**src/rtl/cpu_pkg.sv**
```systemverilog
// Shared types and constants for the ARM control sequencer: state encoding,
// condition-code values and NZCV bit positions.
package cpu_pkg;

  typedef enum logic [2:0] {
    ST_FETCH  = 3'd0,
    ST_DECODE = 3'd1,
    ST_EXEC   = 3'd2,
    ST_MUL    = 3'd3,
    ST_MEM    = 3'd4,
    ST_WB     = 3'd5,
    ST_TRAP   = 3'd6
  } cpu_state_t;

  localparam logic [3:0] COND_EQ = 4'b0000;
  localparam logic [3:0] COND_NE = 4'b0001;
  localparam logic [3:0] COND_CS = 4'b0010;
  localparam logic [3:0] COND_CC = 4'b0011;
  localparam logic [3:0] COND_MI = 4'b0100;
  localparam logic [3:0] COND_PL = 4'b0101;
  localparam logic [3:0] COND_VS = 4'b0110;
  localparam logic [3:0] COND_VC = 4'b0111;
  localparam logic [3:0] COND_HI = 4'b1000;
  localparam logic [3:0] COND_LS = 4'b1001;
  localparam logic [3:0] COND_GE = 4'b1010;
  localparam logic [3:0] COND_LT = 4'b1011;
  localparam logic [3:0] COND_GT = 4'b1100;
  localparam logic [3:0] COND_LE = 4'b1101;
  localparam logic [3:0] COND_AL = 4'b1110;
  localparam logic [3:0] COND_NV = 4'b1111;

  localparam int FLAG_N = 3;
  localparam int FLAG_Z = 2;
  localparam int FLAG_C = 1;
  localparam int FLAG_V = 0;

endpackage

```
**src/rtl/cond_check.sv**
```systemverilog
// ARM condition evaluation: every condition is computed in parallel from NZCV
// and the instruction's condition field selects one of them.
module cond_check
  import cpu_pkg::*;
(
  input  logic [3:0] i_cond,
  input  logic [3:0] i_flags,
  output logic       pass
);

  function automatic logic eval_cond(input logic [3:0] cond, input logic [3:0] flags);
    logic n, z, c, v;
    n = flags[FLAG_N];
    z = flags[FLAG_Z];
    c = flags[FLAG_C];
    v = flags[FLAG_V];
    case (cond)
      COND_EQ: eval_cond = z;
      COND_NE: eval_cond = !z;
      COND_CS: eval_cond = c;
      COND_CC: eval_cond = !c;
      COND_MI: eval_cond = n;
      COND_PL: eval_cond = !n;
      COND_VS: eval_cond = v;
      COND_VC: eval_cond = !v;
      COND_HI: eval_cond = c && !z;
      COND_LS: eval_cond = !c || z;
      COND_GE: eval_cond = (n == v);
      COND_LT: eval_cond = (n != v);
      COND_GT: eval_cond = !z && (n == v);
      COND_LE: eval_cond = z || (n != v);
      COND_AL: eval_cond = 1'b1;
      default: eval_cond = 1'b0;
    endcase
  endfunction

  logic [15:0] pass_table;

  for (genvar gi = 0; gi < 16; gi++) begin : g_cond
    assign pass_table[gi] = eval_cond(4'(gi), i_flags);
  end

  assign pass = pass_table[i_cond];

endmodule

```
**src/rtl/cpu_sequencer.sv**
```systemverilog
// Multi-cycle control FSM: fetch, condition check, then execute / multiply /
// memory / trap, with one-cycle strobes and a retired-instruction counter.
module cpu_sequencer
  import cpu_pkg::*;
#(
  parameter int MUL_CYCLES = 4,
  parameter int CNT_W      = 32
) (
  input  logic             clk,
  input  logic             rst,
  input  logic             mem_ack,
  output logic             mem_req,
  output logic             mem_we,
  output logic             mem_sel,
  input  logic [3:0]       i_cond,
  input  logic [3:0]       i_flags,
  input  logic             i_is_mem,
  input  logic             i_is_store,
  input  logic             i_is_branch,
  input  logic             i_is_link,
  input  logic             i_is_mul,
  input  logic             i_is_swi,
  input  logic             i_no_wb,
  input  logic             i_set,
  output logic             o_ir_load,
  output logic             o_pc_inc,
  output logic             o_pc_load,
  output logic             o_alu_en,
  output logic             o_mul_busy,
  output logic             o_rf_we,
  output logic             o_link_we,
  output logic             o_flags_we,
  output logic             o_swi_trap,
  output logic [2:0]       o_state,
  output logic [CNT_W-1:0] o_retired
);

  localparam logic [3:0] MUL_LAST = 4'(MUL_CYCLES - 1);

  cpu_state_t       state_reg, state_next;
  logic [3:0]       mul_cnt_reg, mul_cnt_next;
  logic [CNT_W-1:0] retired_reg;
  logic             retire;
  logic             pass;

  cond_check u_cond_check (
    .i_cond  (i_cond),
    .i_flags (i_flags),
    .pass    (pass)
  );

  always_comb begin
    state_next   = state_reg;
    mul_cnt_next = mul_cnt_reg;
    retire       = 1'b0;
    mem_req      = 1'b0;
    mem_we       = 1'b0;
    mem_sel      = 1'b0;
    o_ir_load    = 1'b0;
    o_pc_inc     = 1'b0;
    o_pc_load    = 1'b0;
    o_alu_en     = 1'b0;
    o_mul_busy   = 1'b0;
    o_rf_we      = 1'b0;
    o_link_we    = 1'b0;
    o_flags_we   = 1'b0;
    o_swi_trap   = 1'b0;
    case (state_reg)
      ST_FETCH: begin
        mem_req = 1'b1;
        if (mem_ack) begin
          o_ir_load  = 1'b1;
          o_pc_inc   = 1'b1;
          state_next = ST_DECODE;
        end
      end
      ST_DECODE: begin
        if (!pass)            state_next = ST_FETCH;
        else if (i_is_swi)    state_next = ST_TRAP;
        else if (i_is_branch) state_next = ST_EXEC;
        else if (i_is_mul) begin
          state_next   = ST_MUL;
          mul_cnt_next = MUL_LAST;
        end
        else if (i_is_mem)    state_next = ST_MEM;
        else                  state_next = ST_EXEC;
      end
      ST_EXEC: begin
        retire     = 1'b1;
        state_next = ST_FETCH;
        // Only branches and data-processing ops reach EXEC.
        if (i_is_branch) begin
          o_pc_load = 1'b1;
          o_link_we = i_is_link;
        end else begin
          o_alu_en   = 1'b1;
          o_rf_we    = !i_no_wb;
          o_flags_we = i_set | i_no_wb;
        end
      end
      ST_MUL: begin
        o_mul_busy = 1'b1;
        if (mul_cnt_reg == 4'd0) begin
          o_rf_we    = 1'b1;
          o_flags_we = i_set;
          retire     = 1'b1;
          state_next = ST_FETCH;
        end else begin
          mul_cnt_next = mul_cnt_reg - 4'd1;
        end
      end
      ST_MEM: begin
        mem_req = 1'b1;
        mem_sel = 1'b1;
        mem_we  = i_is_store;
        if (mem_ack) begin
          if (i_is_store) begin
            retire     = 1'b1;
            state_next = ST_FETCH;
          end else begin
            state_next = ST_WB;
          end
        end
      end
      ST_WB: begin
        o_rf_we    = 1'b1;
        retire     = 1'b1;
        state_next = ST_FETCH;
      end
      ST_TRAP: begin
        o_swi_trap = 1'b1;
        o_pc_load  = 1'b1;
        o_link_we  = 1'b1;
        retire     = 1'b1;
        state_next = ST_FETCH;
      end
      default: state_next = ST_FETCH;
    endcase
  end

  always_ff @(posedge clk) begin
    if (rst) begin
      state_reg   <= ST_FETCH;
      mul_cnt_reg <= 4'd0;
      retired_reg <= '0;
    end else begin
      state_reg   <= state_next;
      mul_cnt_reg <= mul_cnt_next;
      if (retire) retired_reg <= retired_reg + CNT_W'(1);
    end
  end

  assign o_state   = state_reg;
  assign o_retired = retired_reg;

endmodule

```
**config.mk**
```make
export PLATFORM = sky130hd
export DESIGN_NAME = cpu_sequencer
export DESIGN_NICKNAME = d
export VERILOG_FILES = /design/src/rtl/cpu_pkg.sv /design/src/rtl/cond_check.sv /design/src/rtl/cpu_sequencer.sv
export SDC_FILE = /design/constraint.sdc
export NUM_CORES = 1
export LEC_CHECK = 0
export ABC_AREA = 1
export CAP_MARGIN = 15
export CORE_MARGIN = 2
export CORE_UTILIZATION = 46
export CTS_BUF_LIST = sky130_fd_sc_hd__clkbuf_4 sky130_fd_sc_hd__clkbuf_8
export DETAILED_ROUTE_END_ITERATION = 12
export GPL_ROUTABILITY_DRIVEN = 0
export PLACE_DENSITY = 0.88
export SLEW_MARGIN = 20
export SYNTH_ARGS = -nofsm -noshare
export SYNTH_HDL_FRONTEND = slang
export SYNTH_SLANG_ARGS = --single-unit
```
**constraint.sdc**
```tcl
create_clock -name clk -period 1.44 [get_ports clk]
set_clock_uncertainty 0.1 [all_clocks]
set_input_delay 0.36 -clock clk [delete_from_list [all_inputs] [get_ports clk]]
set_output_delay 0.36 -clock clk [all_outputs]
set_load 0.02 [all_outputs]
```
### Yosys cells after proc, flatten, opt, wreduce, memory -nomap -nowiden

Cells that the tools add are included.

* register bits after elaboration: 39
* bits of input ports: 19
* logic and storage cells: 79

* add/subtract/negate cells: 2
* magnitude comparators: 1
* equal/unequal tests: 16
* muxes and demuxes: 40
* bitwise logic cells: 1
* reduce and logical (&&, ||, !) cells: 16

Operators with widths (number)
* 32-bit by 1-bit adder with 32-bit output, second input constant: 1
* 3-bit two-way mux: 9
* 4-bit two-way mux: 5
* 1-bit two-way mux: 18
* 2-bit != test, second input constant: 8
* 3-bit one-hot mux with 4 select lines: 1
* 3-bit equality test, second input constant: 3
* 4-bit one-hot mux with 2 select lines: 1
* 3-bit by 2-bit equality test with 1-bit output, second input constant: 2
* 1-bit one-hot mux with 2 select lines: 3
* 1-bit one-hot mux with 3 select lines: 2
* 6-bit AND reduction: 1
* 1-bit zero test: 5
* 4-bit by 5-bit less-than comparator with 1-bit output, second input constant: 1
* 1-bit binary-select mux with 4-bit select: 1
* 4-bit zero test: 1
* 4-bit by 1-bit subtractor with 4-bit output, second input constant: 1
* 3-bit by 1-bit equality test with 1-bit output, second input constant: 1
* 3-bit zero test: 1
* 3-bit AND reduction: 1
* 3-bit OR reduction: 1
* 1-bit logical AND: 2
* 1-bit logical OR: 2
* 2-bit nonzero test: 1
* 4 further kinds: 4

### Longest topological paths before layout

* word-level depth: 6
* gate-level depth with buffers: 12
* mapped depth without buffers: 12

### Hierarchy

A second synthesis with hierarchy kept.

* cell total of the unflattened synthesis: 456
* area, all modules: 2625.0 um2

By module, submodules not included
* cpu_sequencer: times used 1, cells each 427, area an instance 2503.7 um2, seq. area each 780.7 um2
* cond_check: times used 1, cells each 29, area an instance 121.4 um2, seq. area each 0.0 um2

### Least setup slack after synthesis

OpenSTA, ideal clock, no wires.

* path type: reg2out
* start point: register state_reg[1], in the netlist o_state[1]
* end point: output port o_rf_we
* arrival: 1718 ps
* data required time: 980 ps
* setup slack: -738 ps
* stages on the path, launching flop included: 7
* cell sequence: dfxtp_1 -> inv_2 -> nor2_1 -> inv_1 -> nor2_1 -> inv_1 -> o311ai_0

* cells in the longest elaborated chain, start to end: 2
* elaborated cells between the ends (all ways): 4
* classes of those cells: eq/ne (3); mux (1)

Ends and longest elaborated chain
* start: declaration: RTL line cpu_sequencer.sv:40 `cpu_state_t state_reg, state_next;`
* start signal: assignment: RTL line cpu_sequencer.sv:147 `state_reg <= state_next;`
* 3-bit equality test or 3-bit by 2-bit equality test with 1-bit output (tied branches): RTL line cpu_sequencer.sv:68 `case (state_reg)`
* 1-bit one-hot mux with 3 select lines *: RTL line cpu_sequencer.sv:68
* end: declaration: RTL line cpu_sequencer.sv:30 `output logic o_rf_we,`

Mark *: on every way between the ends. The rest lies on a longest branch, timed or not.

### Worst setup path after layout

* start point: register mul_cnt_reg[1]
* end point: output port o_flags_we

* cells in the longest elaborated chain, start to end: 3

Ends and longest elaborated chain
* start: declaration: RTL line cpu_sequencer.sv:41 `logic [3:0] mul_cnt_reg, mul_cnt_next;`
* start signal: assignment: RTL line cpu_sequencer.sv:148 `mul_cnt_reg <= mul_cnt_next;`
* 4-bit zero test: RTL line cpu_sequencer.sv:103 `if (mul_cnt_reg == 4'd0) begin`
* 1-bit two-way mux: RTL line cpu_sequencer.sv:103
* 1-bit one-hot mux with 2 select lines: RTL line cpu_sequencer.sv:68
* end: declaration: RTL line cpu_sequencer.sv:32 `output logic o_flags_we,`

Every way passes these cells.

==> summary.md <==
| Metric | Value |
|---|---|
| Critical Path Source Type | flip-flop |
| Max reg flops | 32 |
| DPL Wire Length | 6740 um |
| Chip Width | 79.3 um |
| CTS root buffer | sky130_fd_sc_hd__clkbuf_8 |
| Worst slew margin relative to its limit | 0.769 |
| Number of search-and-repair iterations in the first detailed-routing pass | 6 |
| Final ANT Viol Nets | 0 |
| Cell with the most instances on the worst path | sky130_fd_sc_hd__buf_6 |
| Hold/Removal Path Class | reg -> reg |
| Most used cells in the layout excluding fill and tap cells | 99 x sky130_fd_sc_hd__nand2_1, 89 x sky130_fd_sc_hd__buf_4, 44 x sky130_fd_sc_hd__inv_1 |
| P_leak | ~2.1 nW |
| Highest fanout seen on the critical path | 2 |
| Sequential standard cell area | 825 um^2 |
| Data required time at the worst endpoint | 980 ps |
| Rows | 27 |
| Most common cell after layout, fill and taps aside | sky130_fd_sc_hd__nand2_1 |
| Critical Path Slowest Stage Cell | sky130_fd_sc_hd__dfxtp_2 |
| Critical Path, Cell by Cell | inv_2 -> ha_4 -> nand4_1 -> buf_6 -> o22ai_4 -> buf_6 |
| Global-route wire length before repair | 17400 um |
| Clock Path Buffers | 2 |
| Total number of vias | 4057 |
| Part of the power in combinational logic | 0.290 |
| Synthesized area divided by synthesized cell count | 6.16 um^2 |
| Final Hold Viols | 0 |
| GR Overflow Total | 0 |
| Finish-stage setup viols | 53 |
| Failing checks | setup timing |
| Max cap viols | 0 |
| Clock latency at the later pin of the worst-skew pair | 300 ps |
| Num CTS Buffers | 5 |
| Switching power share of the total | 0.319 |
| DRC | 0 |
| Kind of critical path | reg -> out |
| Cells after Synth | 424 |
| Number of buffer cells added on primary ports | 65 |
| Unrepaired setup endpoints after global routing | yes |
| Maximum number of pins on one net before global-route repair | 17 |
| Run status | finished, violations left |
| Detailed Route WL | between 10000 and 15000 um |
| Part of the Yosys area used for sequential elements | 0.299 |
| Area of the mapped netlist | 2610 um^2 |
| Slowest Stage Delay on Critical Path | 330 ps |
| DR iter-0 viols | around 460 |
| Largest delay share family, worst path | buffers and inverters |
| Number of H-tree levels | 2 |
| Boundary pin count | 66 |
| Clock Pin Slew Worst Setup and Hold Paths | 80 ps |
| Flip-flop and latch count after synthesis | 39 |
| Fraction of post-synthesis cell area in the top cell type by area | 0.299 |
| Number of sinks handled by clock tree synthesis | 39 |
| Initial antenna violation count | 1 |
| Number of global-route vias before repair | 3806 |
| Cell Area, Placed | 4070 um^2 |
| Arrival time reported for the critical path endpoint | between 1000 and 1500 ps |
| Worst vdd rail ir drop | 0.000658 V |
| Time the worst path needs with I/O delays and setup | ~1900 ps |
| Net count, final | around 620 |
| Maximum achievable frequency | approximately 520 MHz |
| Area enclosed by the die boundary | 6290 um^2 |
| TNS Setup | -18300 ps |
| Clock tree from TritonCTS | yes |
| Slew at the pin with the worst max-slew slack | around 340 ps |
| Total area of multi-input combinational cells | ~2000 um^2 |
| Internal portion of total power | 1.77 mW |
| Final Instance Area | about 4800 um^2 |
| Core Footprint | 5510 um^2 |
| Most area-consuming cells after synthesis | sky130_fd_sc_hd__dfxtp_1 30%, sky130_fd_sc_hd__nand2_1 18%, sky130_fd_sc_hd__inv_1 7.9%, sky130_fd_sc_hd__nor2_1 7.8%, sky130_fd_sc_hd__a21oi_1 6.1% |
| GRT Total Usage | 0.351 |
| DP Worst Slack | -846 ps |
| Share of power burned in the clock network | 0.289 |
| Y dimension of the die | 79.3 um |
| Vias per cell | 6.01 |
| Final Worst Setup Slack | -478 ps |
| Synth area leader | sky130_fd_sc_hd__dfxtp_1 |
| Wire length per cell | 20.0 um |
| Buffers & Inverters on Critical Path | 3 |
| Cts hold-fix bufs | 0 |
| Count of different cell masters after synthesis | 33 |
| Sequential group share of total power | 0.421 |
| Crit. End Element | output pin |
| Number of warnings issued by yosys | 0 |
| Fillers | 245 |
| Number of nets produced by synthesis | 445 |
| Post-layout util | 0.875 |
| Ratio of final minimum period to clock period | 1.33 |
| P_sw | 0.832 mW |
| Final count of pins violating max slew | 0 |
| Starting density of the core | 0.474 |
| Share of cells above drive strength 1 | 0.512 |
| Area growth from synthesis to layout | 84.7% |
| PwrDens | 540 nW/um^2 |
-- cells in the mapped netlist, drive strengths merged --
cell / number
o21ai: 14
nand2: 127
o311ai: 1
nor4: 1
o22ai: 1
nor3: 18
xnor2: 2
nand4: 10
ha: 2
a22oi: 1
clkbuf: 3
nand3b: 6
xor2: 3
nor2: 62
buf: 5
inv: 63
nand3: 29
and3: 3
dfxtp: 39
a21oi: 32
a31oi: 1
o21a: 1
-- final timing paths --
path	start	slack, ps	to	cells after the start
max	mul_cnt_reg[1]$_SDFFE_PP0P_	-480	o_flags_we	6
min	o_retired[18]$_SDFFE_PP0P_	400	o_retired[18]$_SDFFE_PP0P_	2
max reg2reg	mul_cnt_reg[1]$_SDFFE_PP0P_	-440	mul_cnt_reg[3]$_SDFFE_PP0P_	11
min reg2reg	o_retired[18]$_SDFFE_PP0P_	400	o_retired[18]$_SDFFE_PP0P_	2
-- power by group through the flow --
| stage | Combinational (mW) | Sequential [mW] | Clock (mW) |
|---|---|---|---|
| after global placement | 0.477 | 1.12 | 0 |
| after floorplan | 0.224 | 1.14 | 0 |
| final | 0.754 | 1.10 | 0.753 |
| after detailed placement | 0.494 | 1.12 | 0 |
| after global routing | 0.787 | 1.10 | 0.795 |
| after CTS | 0.615 | 1.10 | 0.737 |
-- layout make-up --
type	count	area share
Sequential cell	39	0.171
Antenna cell	1	0.000519
Timing Repair Buffer	177	0.322
Clock buffer	6	0.0158
Clock inverter	2	0.00156
Inverter	63	0.0537
Multi-Input combinational cell	315	0.417
Tap cell	72	0.0187
-- through the flow --
| stage | std cells | power, mW | hold WS [ps] |
|---|---|---|---|
| 2_1_floorplan | 424 | 1.36 | 337 |
| 3_3_place_gp | 643 | 1.60 | 379 |
| 3_5_place_dp | 643 | 1.61 | 389 |
| 4_1_cts | 663 | 2.45 | 402 |
| 5_1_grt | 675 | 2.68 | 417 |
| 6_report | 675 | 2.60 | 399 |
-- layer usage --
metal,track usage,routed length (um),part of all wire
met5,0,0,0
met4,0.181,1020,0.076
met3,0.0625,1330,0.098
met2,0.637,6590,0.49
met1,0.388,4570,0.34
-- worst min-delay path, stage by stage, from the launching register on --
cell and delay [ps]:
sky130_fd_sc_hd__dfxtp_2 340, sky130_fd_sc_hd__inv_1 50, sky130_fd_sc_hd__a21oi_1 70
-- logic make-up (layout without fill, tap and decap cells) --
kind of cell    count (synthesis)  count (layout)  synth area share
compound gates                 51              51             0.102
xor+xnor                        5               5            0.0168
fa+ha+maj                       2               2           0.00959
buf+inv                        71             248             0.111
flops                          39              39             0.299
other cells                     0               1                 0
simple gates                  256             257             0.461
-- timing repair --
| action | in CTS | in global routing |
|---|---|---|
| endpoints found under the setup margin | 86 | 77 |
| buffers inserted | 12 | 13 |
| resized for setup | 280 | 84 |
| gates cloned | 1 | 0 |
| pin swaps | 34 | 21 |
Power figures use the tool's default switching activity.
